$ cat config.mk
export PLATFORM = sky130hd
export DESIGN_NAME = hazard_tracker_flat
export DESIGN_NICKNAME = d
export VERILOG_FILES = /design/src/rtl/hazard_tracker_if.sv /design/src/rtl/hazard_tracker.sv /design/src/flat_wrapper.sv
export SDC_FILE = /design/constraint.sdc
export NUM_CORES = 1
export LEC_CHECK = 0
export CELL_PAD_IN_SITES_DETAIL_PLACEMENT = 2
export CELL_PAD_IN_SITES_GLOBAL_PLACEMENT = 2
export CORE_MARGIN = 2
export CORE_UTILIZATION = 28
export CTS_CLUSTER_SIZE = 20
export DETAILED_ROUTE_END_ITERATION = 6
export PLACE_DENSITY = 0.8
export SLEW_MARGIN = 0
export SYNTH_ARGS = -nofsm -noshare
export SYNTH_HDL_FRONTEND = slang
export SYNTH_SLANG_ARGS = --single-unit
$ cat constraint.sdc
create_clock -name clk -period 2.3 [get_ports clk]
set_clock_uncertainty 0.1 [all_clocks]
set_input_delay 0.23 -clock clk [delete_from_list [all_inputs] [get_ports clk]]
set_output_delay 0.23 -clock clk [all_outputs]
set_load 0.02 [all_outputs]
$ cat src/rtl/hazard_tracker_if.sv
// -----------------------------------------------------------------------------
// hazard_tracker_if
//
// Bundle of the decode-stage signals consumed by the hazard tracker and the
// stall / flush / forwarding controls it returns to the pipeline.
//
//   ID side (into the tracker)
//     id_valid      ID holds a real instruction
//     id_opcode     ID opcode, 7 bits
//     id_rd/rs1/rs2 ID register fields, 5 bits each
//     ex_redirect   taken branch / jump resolved in EX this cycle
//     dmem_ready    data memory completes the MEM access this cycle
//
//   Control side (out of the tracker)
//     ex_addr/mem_addr/wb_addr  destination of the EX/MEM/WB instruction, 0 if none
//     pc_stall, if_id_stall, if_id_flush, id_ex_stall, id_ex_bubble,
//     ex_mem_stall, mem_wb_bubble  pipeline register controls
//     dmem_wait     tracker is waiting on data memory
//     stall_cnt     saturating count of PC-stall cycles
//
// master: the pipeline side that drives ID information.
// slave : the hazard tracker itself.
// -----------------------------------------------------------------------------
interface hazard_tracker_if;
  logic        id_valid;
  logic [6:0]  id_opcode;
  logic [4:0]  id_rd;
  logic [4:0]  id_rs1;
  logic [4:0]  id_rs2;
  logic        ex_redirect;
  logic        dmem_ready;

  logic [4:0]  ex_addr;
  logic [4:0]  mem_addr;
  logic [4:0]  wb_addr;
  logic        pc_stall;
  logic        if_id_stall;
  logic        if_id_flush;
  logic        id_ex_stall;
  logic        id_ex_bubble;
  logic        ex_mem_stall;
  logic        mem_wb_bubble;
  logic        dmem_wait;
  logic [15:0] stall_cnt;

  modport master (
    output id_valid, id_opcode, id_rd, id_rs1, id_rs2, ex_redirect, dmem_ready,
    input  ex_addr, mem_addr, wb_addr, pc_stall, if_id_stall, if_id_flush,
           id_ex_stall, id_ex_bubble, ex_mem_stall, mem_wb_bubble, dmem_wait,
           stall_cnt
  );

  modport slave (
    input  id_valid, id_opcode, id_rd, id_rs1, id_rs2, ex_redirect, dmem_ready,
    output ex_addr, mem_addr, wb_addr, pc_stall, if_id_stall, if_id_flush,
           id_ex_stall, id_ex_bubble, ex_mem_stall, mem_wb_bubble, dmem_wait,
           stall_cnt
  );
endinterface

$ cat src/rtl/hazard_tracker.sv
// -----------------------------------------------------------------------------
// hazard_tracker
//
// Decode-stage hazard and in-flight destination tracker for a 5-stage RISC-V
// pipeline. Every instruction leaving ID is recorded in a three-deep slot
// chain (EX, MEM, WB) whose destination fields feed the forwarding logic.
// The block also produces all pipeline stalls, flushes and bubbles:
//   - data-memory wait freeze (highest priority)
//   - control-transfer redirect flush
//   - load-use interlock (one bubble)
// and keeps a saturating count of PC-stall cycles.
//
// Ports
//   clk    pipeline clock, rising edge
//   rst_n  asynchronous active-low reset
//   bus    hazard_tracker_if.slave (ID inputs, stage addresses, controls)
// -----------------------------------------------------------------------------
module hazard_tracker (
  input  logic            clk,
  input  logic            rst_n,
  hazard_tracker_if.slave bus
);

  // ---------------------------------------------------------------------------
  // Opcode constants
  // ---------------------------------------------------------------------------
  localparam logic [6:0] OPC_LOAD   = 7'b0000011;
  localparam logic [6:0] OPC_STORE  = 7'b0100011;
  localparam logic [6:0] OPC_BRANCH = 7'b1100011;
  localparam logic [6:0] OPC_JALR   = 7'b1100111;
  localparam logic [6:0] OPC_JAL    = 7'b1101111;
  localparam logic [6:0] OPC_OPIMM  = 7'b0010011;
  localparam logic [6:0] OPC_OP     = 7'b0110011;
  localparam logic [6:0] OPC_LUI    = 7'b0110111;
  localparam logic [6:0] OPC_AUIPC  = 7'b0010111;

  localparam logic [15:0] CNT_MAX = 16'hFFFF;

  // One in-flight instruction. rd is stored already qualified by wr, so a
  // slot that does not write a register always carries rd = 0 and the stage
  // address outputs can be taken straight from the flops.
  typedef struct packed {
    logic       valid;
    logic       wr;
    logic [4:0] rd;
    logic       is_load;
    logic       is_mem;
  } slot_t;

  localparam slot_t SLOT_EMPTY = '{valid:   1'b0,
                                   wr:      1'b0,
                                   rd:      5'd0,
                                   is_load: 1'b0,
                                   is_mem:  1'b0};

  typedef enum logic [0:0] {
    ST_RUN  = 1'b0,
    ST_WAIT = 1'b1
  } state_t;

  // ---------------------------------------------------------------------------
  // Opcode class helpers
  // ---------------------------------------------------------------------------
  function automatic logic opc_uses_rs1(input logic [6:0] opc);
    case (opc)
      OPC_JALR, OPC_LOAD, OPC_STORE,
      OPC_OPIMM, OPC_OP, OPC_BRANCH: opc_uses_rs1 = 1'b1;
      default:                       opc_uses_rs1 = 1'b0;
    endcase
  endfunction

  function automatic logic opc_uses_rs2(input logic [6:0] opc);
    case (opc)
      OPC_STORE, OPC_OP, OPC_BRANCH: opc_uses_rs2 = 1'b1;
      default:                       opc_uses_rs2 = 1'b0;
    endcase
  endfunction

  // Recognised opcodes that produce a register result. rd = x0 is filtered
  // separately by the caller.
  function automatic logic opc_writes_rd(input logic [6:0] opc);
    case (opc)
      OPC_LOAD, OPC_JALR, OPC_JAL, OPC_OPIMM,
      OPC_OP, OPC_LUI, OPC_AUIPC: opc_writes_rd = 1'b1;
      default:                    opc_writes_rd = 1'b0;
    endcase
  endfunction

  function automatic logic opc_is_mem(input logic [6:0] opc);
    case (opc)
      OPC_LOAD, OPC_STORE: opc_is_mem = 1'b1;
      default:             opc_is_mem = 1'b0;
    endcase
  endfunction

  // ---------------------------------------------------------------------------
  // State
  // ---------------------------------------------------------------------------
  slot_t       ex_q,  ex_d;
  slot_t       mem_q, mem_d;
  slot_t       wb_q,  wb_d;
  state_t      state_q, state_d;
  logic [15:0] stall_cnt_q, stall_cnt_d;

  slot_t       id_slot;
  logic        rs1_hit;
  logic        rs2_hit;
  logic        lu;
  logic        mem_hold;

  logic        pc_stall;
  logic        if_id_stall;
  logic        if_id_flush;
  logic        id_ex_stall;
  logic        id_ex_bubble;
  logic        ex_mem_stall;
  logic        mem_wb_bubble;

  // Decode the ID instruction into the slot format it will occupy in EX.
  always_comb begin
    id_slot = SLOT_EMPTY;
    if (bus.id_valid) begin
      id_slot.valid   = 1'b1;
      id_slot.wr      = opc_writes_rd(bus.id_opcode) && (bus.id_rd != 5'd0);
      id_slot.rd      = id_slot.wr ? bus.id_rd : 5'd0;
      id_slot.is_load = (bus.id_opcode == OPC_LOAD);
      id_slot.is_mem  = opc_is_mem(bus.id_opcode);
    end else begin
      id_slot = SLOT_EMPTY;
    end
  end

  // Hazard detection: load-use against the EX slot, and the memory freeze.
  always_comb begin
    rs1_hit  = opc_uses_rs1(bus.id_opcode) && (ex_q.rd == bus.id_rs1);
    rs2_hit  = opc_uses_rs2(bus.id_opcode) && (ex_q.rd == bus.id_rs2);
    lu       = ex_q.valid && ex_q.is_load && ex_q.wr && bus.id_valid &&
               (rs1_hit || rs2_hit);
    mem_hold = mem_q.valid && mem_q.is_mem && !bus.dmem_ready;
  end

  // Prioritised pipeline action and the matching next slot contents.
  // A memory freeze beats a redirect (EX is frozen and re-presents the
  // redirect later); a redirect beats load-use because ID is squashed anyway.
  always_comb begin
    pc_stall      = 1'b0;
    if_id_stall   = 1'b0;
    if_id_flush   = 1'b0;
    id_ex_stall   = 1'b0;
    id_ex_bubble  = 1'b0;
    ex_mem_stall  = 1'b0;
    mem_wb_bubble = 1'b0;
    ex_d          = id_slot;
    mem_d         = ex_q;
    wb_d          = mem_q;
    if (mem_hold) begin
      pc_stall      = 1'b1;
      if_id_stall   = 1'b1;
      id_ex_stall   = 1'b1;
      ex_mem_stall  = 1'b1;
      mem_wb_bubble = 1'b1;
      ex_d          = ex_q;
      mem_d         = mem_q;
      wb_d          = SLOT_EMPTY;
    end else if (bus.ex_redirect) begin
      if_id_flush   = 1'b1;
      id_ex_bubble  = 1'b1;
      ex_d          = SLOT_EMPTY;
    end else if (lu) begin
      pc_stall      = 1'b1;
      if_id_stall   = 1'b1;
      id_ex_bubble  = 1'b1;
      ex_d          = SLOT_EMPTY;
    end else begin
      ex_d          = id_slot;
    end
  end

  // Memory wait state: entered on a freeze, left once memory answers.
  always_comb begin
    case (state_q)
      ST_RUN:  state_d = mem_hold ? ST_WAIT : ST_RUN;
      ST_WAIT: state_d = bus.dmem_ready ? ST_RUN : ST_WAIT;
      default: state_d = ST_RUN;
    endcase
  end

  // Saturating stall-cycle counter.
  always_comb begin
    if (pc_stall && (stall_cnt_q != CNT_MAX)) begin
      stall_cnt_d = stall_cnt_q + 16'd1;
    end else begin
      stall_cnt_d = stall_cnt_q;
    end
  end

  // Slot chain, FSM state and counter registers.
  always_ff @(posedge clk or negedge rst_n) begin
    if (!rst_n) begin
      ex_q        <= SLOT_EMPTY;
      mem_q       <= SLOT_EMPTY;
      wb_q        <= SLOT_EMPTY;
      state_q     <= ST_RUN;
      stall_cnt_q <= 16'd0;
    end else begin
      ex_q        <= ex_d;
      mem_q       <= mem_d;
      wb_q        <= wb_d;
      state_q     <= state_d;
      stall_cnt_q <= stall_cnt_d;
    end
  end

  // Output drive: addresses and status straight from flops, controls combinational.
  always_comb begin
    bus.ex_addr       = ex_q.rd;
    bus.mem_addr      = mem_q.rd;
    bus.wb_addr       = wb_q.rd;
    bus.dmem_wait     = (state_q == ST_WAIT);
    bus.stall_cnt     = stall_cnt_q;
    bus.pc_stall      = pc_stall;
    bus.if_id_stall   = if_id_stall;
    bus.if_id_flush   = if_id_flush;
    bus.id_ex_stall   = id_ex_stall;
    bus.id_ex_bubble  = id_ex_bubble;
    bus.ex_mem_stall  = ex_mem_stall;
    bus.mem_wb_bubble = mem_wb_bubble;
  end

  // WB only feeds its address out; its remaining attributes are kept so the
  // three slots share one format, and are folded here so they read as used.
  logic unused_slot_bits;
  assign unused_slot_bits = ^{wb_q.valid, wb_q.wr, wb_q.is_load, wb_q.is_mem,
                              mem_q.wr, mem_q.is_load, ex_q.is_mem};

endmodule

$ cat src/flat_wrapper.sv
// flat-port wrapper written by rule: the top's interface ports become plain ports
module hazard_tracker_flat 
  (clk, rst_n, bus_id_valid, bus_id_opcode, bus_id_rd, bus_id_rs1, bus_id_rs2, bus_ex_redirect, bus_dmem_ready, bus_ex_addr, bus_mem_addr, bus_wb_addr, bus_pc_stall, bus_if_id_stall, bus_if_id_flush, bus_id_ex_stall, bus_id_ex_bubble, bus_ex_mem_stall, bus_mem_wb_bubble, bus_dmem_wait, bus_stall_cnt);
  hazard_tracker_if bus_i ();
  input  logic clk;
  input  logic rst_n;
  input wire logic [$bits(bus_i.id_valid)-1:0] bus_id_valid;
  input wire logic [$bits(bus_i.id_opcode)-1:0] bus_id_opcode;
  input wire logic [$bits(bus_i.id_rd)-1:0] bus_id_rd;
  input wire logic [$bits(bus_i.id_rs1)-1:0] bus_id_rs1;
  input wire logic [$bits(bus_i.id_rs2)-1:0] bus_id_rs2;
  input wire logic [$bits(bus_i.ex_redirect)-1:0] bus_ex_redirect;
  input wire logic [$bits(bus_i.dmem_ready)-1:0] bus_dmem_ready;
  output wire logic [$bits(bus_i.ex_addr)-1:0] bus_ex_addr;
  output wire logic [$bits(bus_i.mem_addr)-1:0] bus_mem_addr;
  output wire logic [$bits(bus_i.wb_addr)-1:0] bus_wb_addr;
  output wire logic [$bits(bus_i.pc_stall)-1:0] bus_pc_stall;
  output wire logic [$bits(bus_i.if_id_stall)-1:0] bus_if_id_stall;
  output wire logic [$bits(bus_i.if_id_flush)-1:0] bus_if_id_flush;
  output wire logic [$bits(bus_i.id_ex_stall)-1:0] bus_id_ex_stall;
  output wire logic [$bits(bus_i.id_ex_bubble)-1:0] bus_id_ex_bubble;
  output wire logic [$bits(bus_i.ex_mem_stall)-1:0] bus_ex_mem_stall;
  output wire logic [$bits(bus_i.mem_wb_bubble)-1:0] bus_mem_wb_bubble;
  output wire logic [$bits(bus_i.dmem_wait)-1:0] bus_dmem_wait;
  output wire logic [$bits(bus_i.stall_cnt)-1:0] bus_stall_cnt;
  assign bus_i.id_valid = bus_id_valid;
  assign bus_i.id_opcode = bus_id_opcode;
  assign bus_i.id_rd = bus_id_rd;
  assign bus_i.id_rs1 = bus_id_rs1;
  assign bus_i.id_rs2 = bus_id_rs2;
  assign bus_i.ex_redirect = bus_ex_redirect;
  assign bus_i.dmem_ready = bus_dmem_ready;
  assign bus_ex_addr = bus_i.ex_addr;
  assign bus_mem_addr = bus_i.mem_addr;
  assign bus_wb_addr = bus_i.wb_addr;
  assign bus_pc_stall = bus_i.pc_stall;
  assign bus_if_id_stall = bus_i.if_id_stall;
  assign bus_if_id_flush = bus_i.if_id_flush;
  assign bus_id_ex_stall = bus_i.id_ex_stall;
  assign bus_id_ex_bubble = bus_i.id_ex_bubble;
  assign bus_ex_mem_stall = bus_i.ex_mem_stall;
  assign bus_mem_wb_bubble = bus_i.mem_wb_bubble;
  assign bus_dmem_wait = bus_i.dmem_wait;
  assign bus_stall_cnt = bus_i.stall_cnt;
  hazard_tracker u_core (.clk(clk), .rst_n(rst_n), .bus(bus_i));
endmodule
; Yosys cells after proc, flatten, opt, wreduce, memory -nomap -nowiden
; Index checks and enable logic that the tools add are counted.
[word_totals]
regBits = 39
latchBits = 0
ram_bits = 0
romBits = 0
in_bits = 27
out_inout_bits = 39
wordCells = 63
mem_count = 0
[op_classes]
addsub = 1
multipliers = 0
div_mod_pow = 0
magnitude_cmp = 0
eq_ne = 12
shift = 0
muxes = 20
n_bitwise = 1
n_reduce_logical = 17
[ops]
columns = cell, count
row1 = $mux 9, 3
row2 = $eq 7x6->1 const B, 3
row3 = $eq 7x7->1 const B, 3
row4 = $add 16x1->16 const B, 1
row5 = $ne 16x16->1 const B, 1
row6 = $eq 7x5->1 const B, 2
row7 = $mux 1, 14
row8 = $eq 5x5->1, 2
row9 = $logic_and 1x1->1, 10
row10 = $eq 7x2->1 const B, 1
row11 = $mux 7, 1
row12 = $reduce_or 7->1, 1
row13 = $reduce_or 6->1, 1
row14 = $mux 5, 1
row15 = $reduce_bool 5->1, 1
row16 = $reduce_or 3->1, 1
row17 = $pmux 1 s2, 1
row18 = $reduce_or 2->1, 1
row19 = $logic_not 1->1, 1
row20 = $logic_or 1x1->1, 1
row21 = $not 1->1, 1

; Logic depth before layout (Yosys ltp)
; Gate-level depths: netlist of the first run.
[logic_depth]
ltp_word = 10
depth_mapped = 8
depth_no_buf = 7

; Worst setup path after synthesis of the first run
; No wires, ideal clock.
[synth_path]
path_type = flip-flop to output port
from = register u_core.ex_q, in the netlist u_core.bus.ex_addr[3]
to = output bus_pc_stall
arrival_time_ns = 1.876
t_required_ns = 1.970
path_slack_ns = 0.094
stages_incl_launch_ff = 8
path_buffers = 2
path_cell_list = dfrtp_1 > xor2_1 > nor4_1 > nand4_1 > a211oi_4 > buf_6 > or2_2 > buf_4
[synth_via]
elab_chain_cells = 7
word_cells_on_any_way = 9
classes_between = eq/ne: 2 / mux: 3 / reduce/logical: 4
[synth_rtl]
columns = item, line_no
row1 = start: declaration, hazard_tracker.sv:99  ; slot_t ex_q, ex_d;
row2 = start signal: assignment, hazard_tracker.sv:200  ; ex_q <= SLOT_EMPTY;
row3 = start signal: assignment, hazard_tracker.sv:206  ; ex_q <= ex_d;
row4 = $eq 5x5->1 (on tied branches), "hazard_tracker.sv:135, hazard_tracker.sv:136"
row5 = $logic_and 1x1->1 (on tied branches), "hazard_tracker.sv:135, hazard_tracker.sv:136"
row6 = $logic_or 1x1->1 *, hazard_tracker.sv:138  ; (rs1_hit || rs2_hit);
row7 = $logic_and 1x1->1 *, hazard_tracker.sv:137  ; lu = ex_q.valid && ex_q.is_load && ex_q.wr && bus.id_valid &&
row8 = $mux 1 * (3 in series), --
row9 = end: declaration, flat_wrapper.sv:17  ; output wire logic [$bits(bus_i.pc_stall)-1:0] bus_pc_stall;
; Mark *: on every way between the ends. The rest lies on a longest branch, timed or not.

; Worst setup path after layout of the first run
[layout_path]
from = register u_core.ex_q, in the netlist u_core.bus.ex_addr[3]
to = output bus_if_id_stall
[layout_via]
elab_chain_cells = 7
word_cells_on_any_way = 9
classes_between = eq/ne: 2 / mux: 3 / reduce/logical: 4
[layout_rtl]
columns = item, line_no
row1 = $eq 5x5->1 (on tied branches), "hazard_tracker.sv:135, hazard_tracker.sv:136"
row2 = $logic_and 1x1->1 (on tied branches), "hazard_tracker.sv:135, hazard_tracker.sv:136"
row3 = $logic_or 1x1->1 *, hazard_tracker.sv:138
row4 = $logic_and 1x1->1 *, hazard_tracker.sv:137
row5 = $mux 1 *, hazard_tracker.sv:169  ; end else if (lu) begin
row6 = $mux 1 *, hazard_tracker.sv:165  ; end else if (bus.ex_redirect) begin
row7 = $mux 1 *, hazard_tracker.sv:156  ; if (mem_hold) begin
row8 = end: declaration, flat_wrapper.sv:18  ; output wire logic [$bits(bus_i.if_id_stall)-1:0] bus_if_id_stall;
; Marked as above.

==> metrics.csv, run 1 <==
stage,metric,value,unit
clocking,H-tree depth,2,
power,pwr dens,464,mW/mm2
timing,Worst-Margin Slew,0.836,ns
worst_setup_path,CP peak stage delay,0.43,ns
layout,fin area,0.00293,mm2
global_route,total track usage,15.6,%
logic_synthesis,post-synth top area share,48.8,%
detailed_routing,wire per inst,16.2,um
clocking,Clock Pin Slew Worst Setup and Hold Paths,0.08,ns
clocking,worst skew pair latency,0.29,ns
floorplan,DIE WIDTH,87.4,um
layout,area grow syn2layout,50.7,%
worst_hold_path,min-delay src,u_core.bus.stall_cnt[8],
worst_hold_path,Worst Hold Endpoint,u_core.bus.stall_cnt[8],
timing,final hold viol count,0,
worst_setup_path,"most used cell, CP",buf_4,
placement,Final HPWL DP,4280,um
floorplan,Die Ht,87.4,um
worst_setup_path,Buf/Inv on CP,2,
detailed_routing,DRC Markers,0,
worst_setup_path,Reg2Reg Depth,10,
worst_hold_path,Hold Path Depth,1,
worst_setup_path,WP data required,1.97,ns
detailed_routing,initial DRC count,43,
worst_hold_path,Worst Hold Class,reg2reg,
logic_synthesis,Synth area leader,dfrtp_1,
layout,share of cells above drive strength 1,21.4,%
clocking,CTS tree,done,
floorplan,die area,0.00764,mm2
layout,fin util,43.4,%
clocking,clk buf depth,2,
timing,setup TNS,-0.236,ns
logic_synthesis,synth warn,0,
detailed_routing,DRT Pass-1 Iters,4,
logic_synthesis,unique cell type count in the Yosys netlist,36,
timing,final setup vio count,9,
detailed_routing,Routed Antenna Nets,0,
worst_setup_path,CP Launch Type,register,
floorplan,CORE AREA,0.00676,mm2
clocking,CTS buffer count,5,
power,leak pwr,1.34,nW
worst_setup_path,Setup crit end kind,output port,
logic_synthesis,sequential area share after synthesis,48.8,%
placement,DP Area,0.00272,mm2
clocking,CTS root buf,clkbuf_8,
worst_setup_path,FF-to-FF End,u_core.bus.stall_cnt[13],
timing,count of pins over their slew limit,0,
floorplan,initial core utilization,28.8,%
power,Design Power,1.36,mW
power,peak supply drop,0.000236,V
placement,GPL Wtd Cong,0.817,
global_route,vias in the first global route,1870,
layout,ANT cells,0,
status,outcome,finished with violations,
global_route,initial antenna violation count,0,
timing,Hold Slack,0.386,ns
timing,part of the cycle the worst path needs,103,%
detailed_routing,WL final,5550,um
logic_synthesis,"FF+latch count, synth",38,
timing,unrepaired setup endpoints after global routing,true,
floorplan,I/O pin total,66,
placement,I/O Buffers,65,
worst_setup_path,Worst R2R Start,u_core.bus.ex_addr[3],
run,max_cap viols,0,
logic_synthesis,Main synth FF type,dfrtp_1,
logic_synthesis,"Net Count, Synth",208,
timing,Slew Limit Headroom,44.2,%
timing,fin crit period,2.38,ns
logic_synthesis,Synth area leaders,"dfrtp_1, xnor2_1, buf_4, o211ai_1, xor2_1",
timing,Final WS setup,-0.0773,ns
detailed_routing,vias per cell,4.95,
floorplan,row count,30,
global_route,first-pass GRT wire length,9250,um
logic_synthesis,asr flop ratio synth,100,%
worst_setup_path,worst-path maximum fanout,3,
logic_synthesis,Syn Area/Cell,10.8,um2
layout,fin nets,289,
clocking,Clock Sinks,38,
worst_setup_path,"delay-heaviest family, CP",simple AND/OR/NAND/NOR gates,
worst_setup_path,"slowest stage cell, crit path",dfrtp_1,
worst_setup_path,R2R Setup Slk,-0.03,ns
detailed_routing,vias,1692,
worst_setup_path,worst path arrival time,2.05,ns
logic_synthesis,post-synthesis instance area,0.00195,mm2
worst_setup_path,critical path class,reg2out,
global_route,total gr overflow,0,
status,failing checks,setup timing,
timing,FMAX,421,MHz
logic_synthesis,number of synthesized flops with an enable pin,0,
worst_setup_path,critical path cell sequence,"xor2_1, nor4_2, nand4_1, buf_4, a211oi_4, or2_4, buf_4",
global_route,largest net degree at the start of global routing,39,
logic_synthesis,Cells after Synth,180,
cell usage after synthesis (2+ instances only):
cell,n
clkbuf_1,4
and4_1,2
and3_1,7
inv_1,3
nor3_1,3
xnor2_1,12
xor2_1,10
or2_2,3
nor2b_1,7
nand3_1,5
o211ai_1,13
a21o_1,3
nand4_1,3
nor4_1,2
mux2_2,6
a21oi_1,3
a22o_1,8
o21ai_0,2
buf_4,13
nand2_1,6
dfrtp_1,38
nor2_1,13
worst register-to-register path: cells and delay by family, from the launching register on:
kind / cells / cell delay, ns
buffers and inverters: 4 / 0.56
AND/OR/NAND/NOR: 2 / 0.45
flip-flops: 1 / 0.43
AO/OA/AOI/OAI: 2 / 0.34
XOR/XNOR: 2 / 0.33
how the worst max path moves through the flow:
stage / startpoint / endpoint / slack [ns] / cells past startpoint
final: u_core.bus.ex_addr[3] / bus_if_id_stall / -0.08 / 7
after global routing: u_core.bus.ex_addr[3] / bus_if_id_stall / -0.22 / 7
after CTS: u_core.bus.ex_addr[0] / bus_pc_stall / -0.13 / 7
after detailed placement: bus_id_rs2[3] / bus_pc_stall / -0.49 / 7
after global placement: bus_id_rs2[3] / bus_pc_stall / -0.40 / 7
after floorplan: u_core.bus.ex_addr[3] / bus_pc_stall / 0.09 / 7
sequential cells by signal (all words and copies together), names as in the netlist:
signal / count
u_core.bus.stall_cnt: 16
u_core.bus.ex_addr: 5
u_core.bus.mem_addr: 5
u_core.bus.wb_addr: 5
u_core.ex_q: 4
u_core.mem_q: 2
u_core.bus.dmem_wait: 1
power by group:
| group | switching, mW | total, mW | leakage (nW) | internal, mW |
|---|---|---|---|---|
| Combinational | 0.0511 | 0.119 | 0.753 | 0.0678 |
| Clock | 0.245 | 0.565 | 0.0579 | 0.319 |
| Sequential | 0.00441 | 0.677 | 0.528 | 0.672 |
metal layers:
layer	vias up	wire (um)	GRT usage (%)
met5	-	0	0
met4	0	68	4.34
met3	6	385	4.93
met2	54	2790	27.7
met1	839	2310	18.0
li1	793	-	-
per-stage QoR:
stage / instances / worst slack [ns]
floorplan: 180 / 0.0936
global placement: 326 / -0.402
detailed placement: 326 / -0.488
CTS: 338 / -0.132
global route: 342 / -0.217
finish: 342 / -0.0773
final cells by class:
class / count / area [um2]
flip-flops and latches: 38 / 951
clock inverters: 3 / 40.0
clock buffers: 5 / 68.8
fillers: 728 / 3820
repair buffers: 93 / 866
well taps: 80 / 100
inverters: 3 / 11.3
multi-input cells: 120 / 897
cells by family (layout without fill, tap and decap cells):
family                     after synthesis  in the layout  synth area share (%)
AOI/OAI and AO/OA                       35             35                  14.4
xor gates and xnor gates                22             22                  9.90
adders and majority gates                1              1                 0.643
buffers and inverters                   22            104                  7.13
DFF                                     38             38                  48.8
muxes                                    6              6                  3.47
and+or+nand+nor                         56             56                  15.6
cell usage in the layout, fill, tap and decap left out, types with 2 or more instances in the layout:
master           Yosys  final
clkdlybuf4s50_1      0     61
dfrtp_1             38     38
buf_4               13     26
o211ai_1            13     13
nor2_1              13     12
xnor2_1             12     11
xor2_1              10     10
a22o_1               8      8
nor2b_1              7      7
and3_1               7      7
nand2_1              6      6
mux2_2               6      6
nand3_1              5      5
clkbuf_8             0      5
buf_6                1      4
nand4_1              3      3
inv_1                3      3
a21o_1               3      3
nor3_1               3      2
a21oi_1              3      2
o21ai_0              2      2
and4_1               2      2
or2_2                3      2
clkinv_2             0      2
timing repair:
item	in CTS	in global routing
resized for setup	18	7
buffers inserted	3	4
pin swaps	3	6
hold buffers	1	0
endpoints found under the setup margin	7	24
endpoints found under the hold margin	38	0
Note: power is estimated with default switching activity, not from simulation.
==> inputs of run 2 (changes only) <==
--- a/config.mk
+++ b/config.mk
@@ -5,13 +5,13 @@
 export SDC_FILE = /design/constraint.sdc
 export NUM_CORES = 1
 export LEC_CHECK = 0
-export CELL_PAD_IN_SITES_DETAIL_PLACEMENT = 2
-export CELL_PAD_IN_SITES_GLOBAL_PLACEMENT = 2
+export CELL_PAD_IN_SITES_DETAIL_PLACEMENT = 1
+export CELL_PAD_IN_SITES_GLOBAL_PLACEMENT = 1
 export CORE_MARGIN = 2
-export CORE_UTILIZATION = 28
+export CORE_UTILIZATION = 34
 export CTS_CLUSTER_SIZE = 20
 export DETAILED_ROUTE_END_ITERATION = 6
-export PLACE_DENSITY = 0.8
+export PLACE_DENSITY = 0.79
 export SLEW_MARGIN = 0
 export SYNTH_ARGS = -nofsm -noshare
 export SYNTH_HDL_FRONTEND = slang
==> metrics.csv, run 2 (same netlist as run 1, synthesis figures left out) <==
stage,metric,value,unit,change
worst_hold_path,Worst Hold Class,reg2reg,,unchanged
detailed_routing,vias,1655,,was 1692
timing,Slew Limit Headroom,42.1,%,was 44.2%
power,pwr dens,432,mW/mm2,was 464 mW/mm2
layout,fin area,0.00285,mm2,was 0.00293 mm2
layout,Largest register FFs,16,,unchanged
detailed_routing,DRC Markers,0,,unchanged
detailed_routing,Routed Antenna Nets,0,,unchanged
clocking,Clock Sinks,38,,unchanged
timing,setup TNS,-0.107,ns,was -0.236 ns
timing,part of the cycle the worst path needs,102,%,was 103%
placement,GPL Wtd Cong,0.776,,was 0.817
clocking,CTS root buf,clkbuf_8,,unchanged
timing,fin crit period,2.35,ns,was 2.38 ns
global_route,total track usage,17.0,%,was 15.6%
floorplan,I/O pin total,66,,unchanged
power,Design Power,1.23,mW,was 1.36 mW
layout,share of cells above drive strength 1,19.0,%,was 21.4%
worst_setup_path,worst-path maximum fanout,4,,was 3
worst_setup_path,critical path class,reg2out,,unchanged
clocking,clk buf depth,2,,unchanged
global_route,vias in the first global route,1757,,was 1870
status,outcome,finished with violations,,unchanged
clocking,H-tree depth,2,,unchanged
placement,Final HPWL DP,3880,um,was 4280 um
layout,fin nets,286,,was 289
clocking,CTS tree,done,,unchanged
worst_setup_path,CP Launch Type,register,,unchanged
layout,"most common cell after layout, fill and taps aside",clkdlybuf4s50_1,,unchanged
worst_setup_path,Setup crit end kind,output port,,unchanged
placement,I/O Buffers,65,,unchanged
floorplan,die area,0.00635,mm2,was 0.00764 mm2
power,leak pwr,1.29,nW,was 1.34 nW
floorplan,initial core utilization,35.4,%,was 28.8%
timing,final setup vio count,2,,was 9
detailed_routing,vias per cell,5.02,,was 4.95
layout,"commonest cells after routing, fill and taps aside","clkdlybuf4s50_1, dfrtp_1, buf_4",,unchanged
layout,area grow syn2layout,46.1,%,was 50.7%
timing,unrepaired setup endpoints after global routing,true,,unchanged
timing,FMAX,425,MHz,was 421 MHz
clocking,Clock Pin Slew Worst Setup and Hold Paths,0.07,ns,was 0.08 ns
floorplan,DIE WIDTH,79.7,um,was 87.4 um
clocking,CTS buffer count,5,,unchanged
status,failing checks,setup timing,,unchanged
floorplan,row count,27,,was 30
timing,Worst-Margin Slew,0.869,ns,was 0.836 ns
clocking,worst skew pair latency,0.29,ns,about the same
power,peak supply drop,0.000195,V,was 0.000236 V
detailed_routing,wire per inst,15.4,um,was 16.2 um
global_route,initial antenna violation count,0,,unchanged
global_route,first-pass GRT wire length,8220,um,was 9250 um
global_route,largest net degree at the start of global routing,39,,unchanged
global_route,total gr overflow,0,,unchanged
floorplan,CORE AREA,0.00551,mm2,was 0.00676 mm2
detailed_routing,DRT Pass-1 Iters,4,,unchanged
timing,final hold viol count,0,,unchanged
timing,count of pins over their slew limit,0,,unchanged
worst_setup_path,worst path arrival time,2.02,ns,was 2.05 ns
detailed_routing,WL final,5090,um,was 5550 um
floorplan,Die Ht,79.7,um,was 87.4 um
worst_setup_path,WP data required,1.97,ns,about the same
placement,Setup WS pre-CTS,-0.396,ns,was -0.488 ns
run,max_cap viols,0,,unchanged
placement,DP Area,0.00271,mm2,was 0.00272 mm2
timing,Final WS setup,-0.0547,ns,was -0.0773 ns
timing,Hold Slack,0.379,ns,was 0.386 ns
layout,ANT cells,0,,unchanged
detailed_routing,initial DRC count,39,,was 43
==> run 2: cell count changes in the layout (fill, tap and decap cells not counted) <==
cell,previous run,this run
dfrtp_1,38,36
xnor2_1,11,12
buf_4,26,25
nor4_2,1,0
clkbuf_1,0,2
xnor2_2,1,0
dfrtp_2,0,2
bufinv_16,1,0
nor3_2,1,0
nor4_1,1,2
nor3_1,2,3
buf_6,4,2
clkinv_2,2,0
==> run 2: per-layer routing <==
metal	wire, um	GRT usage (%)	vias to the layer above
li1	-	-	782
met1	2050	18.6	816
met2	2680	31.1	52
met3	298	5.20	5
met4	57	5.17	0
met5	0	0	-
==> run 2: timing repair <==
item                                    4_1_cts  5_1_grt
hold buffers                                  1        0
endpoints found under the setup margin        4       18
pin swaps                                     6        3
resized for setup                            21        2
setup buffers                                 5        1
endpoints found under the hold margin        38        0
==> run 2: worst paths after layout <==
kind	endpoint	cells after the start	slack [ns]	from
max	bus_pc_stall	6	-0.05	u_core.bus.ex_addr[4]
min in group asynchronous	u_core.bus.stall_cnt[12]	2	0.49	rst_n
max in group asynchronous	u_core.bus.ex_addr[4]	2	1.01	rst_n
max reg2reg	u_core.bus.stall_cnt[4]	8	0.05	u_core.bus.ex_addr[4]
min	u_core.mem_q[0]	1	0.38	u_core.ex_q[0]
min reg2reg	u_core.mem_q[0]	1	0.38	u_core.ex_q[0]
==> run 2: metrics by stage <==
step | util, % | std cells
final | 51.7 | 330
after global routing | 51.7 | 330
after CTS | 51.6 | 330
after detailed placement | 49.1 | 317
after global placement | 49.1 | 317
after floorplan | - | 180
==> run 2: area by class of cell <==
class	count	area, um2
clock buffer	7	76.3
inverter	3	11.3
fill	599	2660
sequential	38	953
multi-input combinational	120	878
tap	72	90.1
timing repair buffer	90	836
==> run 2: worst max-delay path, cell delays in order (launching register included) <==
cell and delay, ns:
dfrtp_2 0.44, xor2_1 0.16, nor4_1 0.28, nand4_1 0.25, a211oi_4 0.31, or2_4 0.17
buf_6 0.11
==> run 2: power breakdown <==
| group | switching, mW | internal (mW) |
|---|---|---|
| combinational | 0.0505 | 0.0661 |
| sequential | 0.00438 | 0.673 |
| clock | 0.225 | 0.209 |
==> inputs of run 3 (changes only) <==
--- a/config.mk
+++ b/config.mk
@@ -12,6 +12,7 @@
 export CTS_CLUSTER_SIZE = 20
 export DETAILED_ROUTE_END_ITERATION = 6
 export PLACE_DENSITY = 0.79
+export SETUP_SLACK_MARGIN = 0.5
 export SLEW_MARGIN = 0
 export SYNTH_ARGS = -nofsm -noshare
 export SYNTH_HDL_FRONTEND = slang
==> metrics.csv, run 3 (same netlist as run 1, synthesis figures left out) <==
stage,metric,value,unit,change
power,Design Power,1.35,mW,was 1.23 mW
layout,"most common cell after layout, fill and taps aside",clkdlybuf4s50_1,,unchanged
global_route,total track usage,17.1,%,was 17.0%
layout,fin cells,334,,was 330
worst_setup_path,CP startpoint,u_core.bus.ex_addr[2],,was u_core.bus.ex_addr[4]
layout,fin nets,289,,was 286
worst_hold_path,min-delay src,u_core.bus.stall_cnt[8],,was u_core.ex_q[0]
power,peak supply drop,0.000292,V,was 0.000195 V
worst_setup_path,critical path class,reg2reg,,was reg2out
timing,unrepaired setup endpoints after global routing,true,,unchanged
placement,Final HPWL DP,3630,um,was 3880 um
placement,Setup WS pre-CTS,-0.399,ns,was -0.396 ns
global_route,total gr overflow,0,,unchanged
global_route,initial antenna violation count,0,,unchanged
layout,Largest register FFs,16,,unchanged
timing,count of pins over their slew limit,0,,unchanged
detailed_routing,DRT Pass-1 Iters,4,,unchanged
worst_setup_path,CP Launch Type,register,,unchanged
clocking,clk buf depth,2,,unchanged
timing,final hold viol count,0,,unchanged
detailed_routing,DRC Markers,0,,unchanged
clocking,CTS root buf,clkbuf_8,,unchanged
status,outcome,finished with violations,,unchanged
detailed_routing,initial DRC count,35,,was 39
detailed_routing,vias,1638,,was 1655
timing,Slew Limit Headroom,44.6,%,was 42.1%
power,combinational power share,9.1,%,was 9.5%
timing,fin crit period,2.39,ns,was 2.35 ns
clocking,Clock Sinks,38,,unchanged
layout,share of cells above drive strength 1,23.3,%,was 19.0%
placement,DP Area,0.00271,mm2,about the same
detailed_routing,WL final,5000,um,was 5090 um
layout,fin area,0.00297,mm2,was 0.00285 mm2
power,P_sw,0.291,mW,was 0.280 mW
layout,filler cell count,598,,was 599
worst_setup_path,Worst R2R Start,u_core.bus.ex_addr[2],,was u_core.bus.ex_addr[4]
power,Internal,1.06,mW,was 0.948 mW
worst_setup_path,WP data required,2.38,ns,was 1.97 ns
floorplan,Die Ht,79.7,um,unchanged
detailed_routing,wire per inst,15.0,um,was 15.4 um
power,sequential share of power,50.0,%,was 55.2%
placement,placed cell count,317,,unchanged
global_route,largest net degree at the start of global routing,39,,unchanged
floorplan,DIE WIDTH,79.7,um,unchanged
worst_setup_path,worst-path maximum fanout,6,,was 4
timing,part of the cycle the worst path needs,104,%,was 102%
timing,Worst-Margin Slew,0.832,ns,was 0.869 ns
timing,Final WS setup,-0.0887,ns,was -0.0547 ns
timing,final setup vio count,18,,was 2
status,failing checks,setup timing,,unchanged
placement,I/O Buffers,65,,unchanged
worst_hold_path,Worst Hold Class,reg2reg,,unchanged
clocking,Clock Pin Slew Worst Setup and Hold Paths,0.08,ns,was 0.07 ns
global_route,vias in the first global route,1751,,was 1757
detailed_routing,vias per cell,4.90,,was 5.02
power,leak pwr,1.41,nW,was 1.29 nW
floorplan,initial core utilization,35.4,%,unchanged
clocking,H-tree depth,2,,unchanged
global_route,first-pass GRT wire length,8400,um,was 8220 um
floorplan,die area,0.00635,mm2,unchanged
detailed_routing,Routed Antenna Nets,0,,unchanged
layout,area grow syn2layout,52.6,%,was 46.1%
layout,ANT cells,0,,unchanged
clocking,CTS tree,done,,unchanged
layout,"commonest cells after routing, fill and taps aside","clkdlybuf4s50_1, dfrtp_1, buf_4",,unchanged
floorplan,CORE AREA,0.00551,mm2,unchanged
power,switching share of power,21.5,%,was 22.8%
floorplan,I/O pin total,66,,unchanged
clocking,worst skew pair latency,0.29,ns,about the same
run,max_cap viols,0,,unchanged
clocking,CTS buffer count,5,,unchanged
floorplan,row count,27,,unchanged
power,clock network power share,40.9,%,was 35.3%
power,pwr dens,455,mW/mm2,was 432 mW/mm2
timing,FMAX,419,MHz,was 425 MHz
worst_setup_path,Setup crit end kind,register,,was output port
placement,GPL Wtd Cong,0.825,,was 0.776
worst_setup_path,worst path arrival time,2.47,ns,was 2.02 ns
run 3: cell count changes in the layout (fill, tap and decap cells not counted), sizes merged:
cell           previous run  this run
dlymetal6s2s              0         2
buf                      28        31
bufinv                    0         1
clkdlybuf4s15             0         1
clkdlybuf4s50            61        52
clkinv                    0         2
clkbuf                    7         5
dlygate4sd2               0         6
run 3: final timing paths:
path | end | slack, ns | depth (start not counted)
max | u_core.bus.stall_cnt[3] | -0.09 | 9
min | u_core.bus.stall_cnt[8] | 0.39 | 1
max reg2reg | u_core.bus.stall_cnt[3] | -0.09 | 9
min reg2reg | u_core.bus.stall_cnt[8] | 0.39 | 1
max in group asynchronous | u_core.mem_q[0] | 1.10 | 2
min in group asynchronous | u_core.bus.stall_cnt[9] | 0.48 | 2
run 3: per-stage QoR:
stage          hold slack (ns)  util (%)  TNS (ns)
3_3_place_gp             0.282      49.2     -2.65
6_report                 0.390      54.0    -0.629
4_1_cts                  0.395      52.9   -0.0439
2_1_floorplan           -0.166         -         0
5_1_grt                  0.419      54.0     -2.63
3_5_place_dp             0.285      49.2     -3.01
run 3: critical path: stages (launching register included):
cell	delay (ns)
dfrtp_1	0.43
buf_6	0.15
xor2_1	0.14
nor4_1	0.25
nand4_1	0.24
a211oi_4	0.28
buf_4	0.16
buf_8	0.12
o21ai_4	0.06
a221o_1	0.35
run 3: cell type report:
| cell class | count | area, um2 | area share (%) |
|---|---|---|---|
| multi-input combinational | 120 | 928 | 31.2 |
| tap | 72 | 90.1 | 3.03 |
| inverter | 3 | 11.3 | 0.379 |
| timing repair buffer | 93 | 882 | 29.7 |
| sequential | 38 | 951 | 32.0 |
| clock buffer | 5 | 68.8 | 2.32 |
| clock inverter | 3 | 40.0 | 1.35 |
run 3: what timing repair did:
action	CTS	global route
endpoints found under the hold margin	38	0
setup endpoints to repair	35	32
hold buffers	1	0
resized for setup	34	13
pin swaps	27	7
buffers inserted	8	0
run 3: power by group through the flow:
stage               clock (mW)  sequential (mW)  combinational, mW
floorplan                    0            0.691             0.0266
CTS                      0.574            0.676              0.119
global route             0.595            0.677              0.134
finish                   0.553            0.677              0.123
detailed placement           0            0.690              0.118
global placement             0            0.689              0.115
run 3: layer usage:
layer | global-route usage [%] | vias up | wire (um)
met2 | 28.0 | 46 | 2490
met1 | 22.6 | 796 | 2260
met4 | 5.69 | 0 | 55
met3 | 3.17 | 5 | 192
li1 | - | 791 | -
met5 | 0 | - | 0
